**config.mk**
```make
export PLATFORM = sky130hd
export DESIGN_NAME = mult_div_unit
export DESIGN_NICKNAME = d
export VERILOG_FILES = /design/src/rtl/mult_div_unit.sv
export SDC_FILE = /design/constraint.sdc
export NUM_CORES = 1
export LEC_CHECK = 0
export CORE_ASPECT_RATIO = 1.25
export CORE_MARGIN = 5
export CORE_UTILIZATION = 30
export CTS_CLUSTER_DIAMETER = 120
export DETAILED_ROUTE_END_ITERATION = 6
export PLACE_DENSITY_LB_ADDON = 0.1
export SYNTH_ARGS = -nofsm -noshare
export SYNTH_HDL_FRONTEND = slang
export SYNTH_SLANG_ARGS = --single-unit
```
**constraint.sdc**
```tcl
create_clock -name clk -period 8.8 [get_ports clk]
set_input_delay 1.76 -clock clk [delete_from_list [all_inputs] [get_ports clk]]
set_output_delay 1.76 -clock clk [all_outputs]
set_load 0.02 [all_outputs]
```
**src/rtl/mult_div_unit.sv**
```systemverilog
// Iterative multiply/divide unit: one shift-add or restoring-divide step per clock.
// Results land in hi/lo with a one-cycle done pulse.
module mult_div_unit #(
  parameter int WIDTH = 32
) (
  input  logic             clk,
  input  logic             rst_n,
  input  logic             start,
  input  logic [1:0]       op,
  input  logic [WIDTH-1:0] operand_a,
  input  logic [WIDTH-1:0] operand_b,
  output logic             busy,
  output logic             done,
  output logic [WIDTH-1:0] hi,
  output logic [WIDTH-1:0] lo,
  output logic             div_by_zero
);

  localparam int CW = $clog2(WIDTH);
  localparam logic [CW-1:0] LAST = CW'(WIDTH - 1);

  typedef enum logic [1:0] {IDLE, RUN, DONE} state_t;

  state_t             state_q;
  logic [CW-1:0]      cnt_q;
  logic               busy_q, done_q, dbz_q;
  logic               div_q, neg_q, sa_q;
  logic [WIDTH-1:0]   b_q, hi_q, lo_q;
  logic [2*WIDTH-1:0] p_q, p_step, res;

  logic               sgn_a, sgn_b;
  logic [WIDTH-1:0]   mag_a, mag_b, addend;
  logic [WIDTH:0]     msum, top, diff;
  logic [2*WIDTH:0]   sh;

  always_comb begin
    sgn_a = ~op[0] & operand_a[WIDTH-1];
    sgn_b = ~op[0] & operand_b[WIDTH-1];
    mag_a = sgn_a ? -operand_a : operand_a;
    mag_b = sgn_b ? -operand_b : operand_b;
  end

  // p_q holds {partial, multiplier} for multiply, {remainder, quotient} for divide
  always_comb begin
    addend = p_q[0] ? b_q : {WIDTH{1'b0}};
    msum   = {1'b0, p_q[2*WIDTH-1:WIDTH]} + {1'b0, addend};
    sh     = {p_q, 1'b0};
    top    = sh[2*WIDTH:WIDTH];
    diff   = top - {1'b0, b_q};
    if (!div_q)
      p_step = {msum, p_q[WIDTH-1:1]};
    else if (!diff[WIDTH])
      p_step = {diff[WIDTH-1:0], sh[WIDTH-1:1], 1'b1};
    else
      p_step = sh[2*WIDTH-1:0];
  end

  always_comb begin
    res = p_step;
    if (!div_q) begin
      if (neg_q) res = -p_step;
    end else begin
      res[WIDTH-1:0] = neg_q ? -p_step[WIDTH-1:0]
                             : p_step[WIDTH-1:0];
      res[2*WIDTH-1:WIDTH] = sa_q ? -p_step[2*WIDTH-1:WIDTH]
                                  : p_step[2*WIDTH-1:WIDTH];
    end
  end

  always_ff @(posedge clk or negedge rst_n) begin
    if (!rst_n) begin
      state_q <= IDLE;
      cnt_q   <= '0;
      busy_q  <= 1'b0;
      done_q  <= 1'b0;
      dbz_q   <= 1'b0;
      div_q   <= 1'b0;
      neg_q   <= 1'b0;
      sa_q    <= 1'b0;
      b_q     <= '0;
      p_q     <= '0;
      hi_q    <= '0;
      lo_q    <= '0;
    end else begin
      unique case (state_q)
        IDLE, DONE: begin
          done_q  <= 1'b0;
          state_q <= IDLE;
          if (start) begin
            div_q <= op[1];
            neg_q <= sgn_a ^ sgn_b;
            sa_q  <= sgn_a;
            b_q   <= mag_b;
            p_q   <= {{WIDTH{1'b0}}, mag_a};
            cnt_q <= '0;
            if (op[1] && operand_b == '0) begin
              state_q <= DONE;
              done_q  <= 1'b1;
              dbz_q   <= 1'b1;
              hi_q    <= operand_a;
              lo_q    <= '1;
            end else begin
              state_q <= RUN;
              busy_q  <= 1'b1;
            end
          end
        end
        RUN: begin
          p_q   <= p_step;
          cnt_q <= cnt_q + CW'(1);
          if (cnt_q == LAST) begin
            state_q <= DONE;
            busy_q  <= 1'b0;
            done_q  <= 1'b1;
            dbz_q   <= 1'b0;
            hi_q    <= res[2*WIDTH-1:WIDTH];
            lo_q    <= res[WIDTH-1:0];
          end
        end
        default: state_q <= IDLE;
      endcase
    end
  end

  assign busy        = busy_q;
  assign done        = done_q;
  assign hi          = hi_q;
  assign lo          = lo_q;
  assign div_by_zero = dbz_q;

endmodule
```
==> results.yml <==
die:
  row_count: 92
  io_pins: 136
  initial_core_util_pct: 30.17
  dieArea_sq_um: 55090
  dieHeight_um: 261.2
  coreArea_sq_um: 50190
  die_w_um: 210.9
global_routing:
  grt_use_total_pct: 22.08
  grt_first_pass_wirelength_mm: 93.57
  via_count_of_the_first_global_routing_pass: 14710
  overflow: 0
  antenna_found_initial: 0
  grt_max_degree: 103
drt:
  met3_length_mm: 2.538
  vias_per_cell: 5.599
  drt_iter0_markers: 989
  route.detailed.drc: 0
  drt-total-wl_mm: 61.83
  top_layer_used: "met4"
  routed-via-count: 14830
  m1WireLength_mm: 26.04
  dr.pass1.iters: 6
  routed-wl-met2_mm: 30.47
  routed_wire_length_per_instance_um: 23.35
  drt_antenna_net_count: 0
sta:
  slew_viol_final: 0
  worst-slew-pin-transition_ns: 1.176
  final.hold.worst_slack_ns: 0.4813
  postLayoutSetupSlackWorst_ns: 2.677
  fmax_mhz: 163.3
  fin_crit_sh_pct: 69.58
  final.setup_skew_ns: 0.009884
  timing.final.setup_violations: 0
  fin_tns_setup_ns: 0
  rsz0062_at_grt: "no"
  hold_violations: 0
  max-slew-margin-rel_pct: 21.61
  final_period_minus_worst_setup_slack_ns: 6.123
setup_path:
  critical_path.max_stage_delay_ns: 0.44
  critical_path.max_fanout: 18
  worst_ep_required_time_ns: 9.16
  worst-path-stages: 25
  cpLargestDelayFamily: "simple AND/OR/NAND/NOR gates"
  count_of_buffer_and_inverter_cells_on_the_critical_path: 3
  worstSetupEndpointType: "flip-flop"
  timing.critical_path.arrival_ns: 6.49
  worstRegToRegCells: 25
  crit_path_top_delay_cell: "sky130_fd_sc_hd__or3_1"
  worstSetupStartpointType: "flip-flop"
  worstSetupPathType: "flip-flop to flip-flop"
clock_tree:
  clock_tree_from_tritoncts: "built"
  worst_skew_pair.late_latency_ns: 0.47
  number_of_buffers_inserted_during_clock_tree_synthesis: 17
  cts_stage_hold_buffer_count: 0
  cts-htree-levels: 4
  cts.sink_count: 173
  cts.path.max_buffers: 2
  postCtsSetupBuffers: 0
  clock-root-buffer: "sky130_fd_sc_hd__clkbuf_16"
  post_cts_resized: 0
  clk_transition_reported_paths_ns: 0.08
logic_synthesis:
  synth_cell_type_count: 101
  syn-instance-count: 1913
  synth-edff-count: 0
  synth_seq_area_share_pct: 28.60
  syn_avg_cell_area_sq_um: 7.914
  synth-async-reset-ratio_pct: 100.0
  yosysWarnings: 0
  synthesis.nets: 2054
  dominantRegCellSynth: "sky130_fd_sc_hd__dfrtp_1"
  yosys_register_bits: 173
  post_synth_instance_area_sq_um: 15140
place:
  gp_routability_congestion: 0.9409
  post_place_cells: 2616
  placement.setup.worst_slack_ns: 2.460
  numPortBuffers: 135
  dp_hpwl_mm: 47.45
layout:
  fillerInstances: 5428
  layout.cells.most_common_list: "211 x sky130_fd_sc_hd__nand2_1, 175 x sky130_fd_sc_hd__o21ai_0, 172 x sky130_fd_sc_hd__dfrtp_1"
  final_layout_size_suffix_gt1_share_pct: 5.678
  post_layout_nonfiller_instances: 2648
  areaGrowthSynthToFinish_pct: 16.50
  antennaDiodeCount: 0
  most_frequent_standard_cell_in_the_layout_excluding_fill_and_tap_cells: "sky130_fd_sc_hd__nand2_1"
  finalNetCount: 2118
min_path:
  hold_depth: 2
  min_path_type: "flip-flop to flip-flop"
run_status:
  status: "finished, final reports clean"
job:
  drv.max_cap_violation_count: 0
==> stage by stage <==
step                cell area (sq um)  util (%)
floorplan                       15140         -
global placement                17070     34.01
detailed placement              17070     34.01
CTS                             17640     35.14
global route                    17640     35.14
finish                          17640     35.14
==> sequential cells by signal, indices dropped and copies added, names as in the netlist <==
| register | flops |
|---|---|
| lo | 32 |
| div_q | 1 |
| sa_q | 1 |
| neg_q | 1 |
| done | 1 |
| busy | 1 |
| b_q | 32 |
| hi | 32 |
| p_q | 64 |
| div_by_zero | 1 |
| state_q | 2 |
| cnt_q | 5 |
==> logic make-up (layout without fill, tap and decap cells) <==
family	Yosys count	count (layout)	share of synthesized area, %
simple gates	646	646	20.98
buf+inv	187	264	4.926
flops	173	173	28.60
compound gates	627	627	26.98
mux	47	47	3.165
fa+ha+maj	72	72	6.050
xor+xnor	161	161	9.314
==> tightest hold or removal path, delay by kind of cell, from the launching register on <==
kind / cells / cell delay, ns
DFF: 1 / 0.35
and+or+nand+nor: 2 / 0.10
==> cell usage after synthesis, types with 7 or more instances <==
library cell	number	share of area [%]
sky130_fd_sc_hd__nand2_1	211	5.2
sky130_fd_sc_hd__nand2b_1	13	0.54
sky130_fd_sc_hd__nor3b_1	7	0.35
sky130_fd_sc_hd__o21ai_0	175	5.8
sky130_fd_sc_hd__o211ai_1	39	1.9
sky130_fd_sc_hd__o22ai_1	13	0.54
sky130_fd_sc_hd__mux2_2	7	0.52
sky130_fd_sc_hd__inv_1	72	1.8
sky130_fd_sc_hd__xor2_1	60	3.5
sky130_fd_sc_hd__mux2i_1	40	2.6
sky130_fd_sc_hd__dfrtp_1	173	29
sky130_fd_sc_hd__and3_1	8	0.33
sky130_fd_sc_hd__or4_1	9	0.45
sky130_fd_sc_hd__o21bai_1	9	0.45
sky130_fd_sc_hd__buf_1	8	0.20
sky130_fd_sc_hd__nor3_1	43	1.4
sky130_fd_sc_hd__a21oi_1	147	4.9
sky130_fd_sc_hd__clkbuf_1	81	2.0
sky130_fd_sc_hd__nor2_1	150	3.7
sky130_fd_sc_hd__ha_1	70	5.8
sky130_fd_sc_hd__nand4_1	27	1.1
sky130_fd_sc_hd__nor4_1	13	0.54
sky130_fd_sc_hd__nand3_1	40	1.3
sky130_fd_sc_hd__and2_1	44	1.8
sky130_fd_sc_hd__o21ai_1	16	0.53
sky130_fd_sc_hd__buf_2	23	0.76
sky130_fd_sc_hd__a22o_1	22	1.3
sky130_fd_sc_hd__nor2b_1	11	0.45
sky130_fd_sc_hd__a221oi_1	12	0.69
sky130_fd_sc_hd__a21o_1	21	1.0
sky130_fd_sc_hd__o21a_1	9	0.45
sky130_fd_sc_hd__or3_1	30	1.2
sky130_fd_sc_hd__a211oi_1	20	0.99
sky130_fd_sc_hd__xnor2_1	101	5.8
sky130_fd_sc_hd__o31ai_1	20	0.99
sky130_fd_sc_hd__a31oi_1	32	1.3
==> cell type report <==
cell class              count  area, sq um  area share [%]
clock inverters            15        141.4          0.8016
inverters                  73        274.0           1.554
multi-input cells        1553        10110           57.30
well taps                 658        823.3           4.668
repair buffers            159         1535           8.704
clock buffers              17        425.4           2.412
flip-flops and latches    173         4333           24.57
==> worst paths after layout <==
check                                          end  slack, ns           startpoint
worst min register to register  hi[29]$_DFFE_PN0P_       0.48   hi[29]$_DFFE_PN0P_
worst max register to register  hi[10]$_DFFE_PN0P_       2.68  p_q[31]$_DFFE_PN0P_
worst min-delay path            hi[29]$_DFFE_PN0P_       0.48   hi[29]$_DFFE_PN0P_
worst max-delay path            hi[10]$_DFFE_PN0P_       2.68  p_q[31]$_DFFE_PN0P_
min in group asynchronous        lo[5]$_DFFE_PN0P_       1.39                rst_n
max in group asynchronous        div_q$_DFFE_PN0P_       5.77                rst_n
==> per-layer routing <==
metal  GRT usage, %  vias to the layer above
li1               -                     7095
met1          27.42                     7221
met2          38.34                      403
met3          2.792                      107
met4          9.818                        0
met5              0                        -
Power is not shown: default switching activity piles up to over one toggle a cycle in this logic, so the estimate is an artifact.
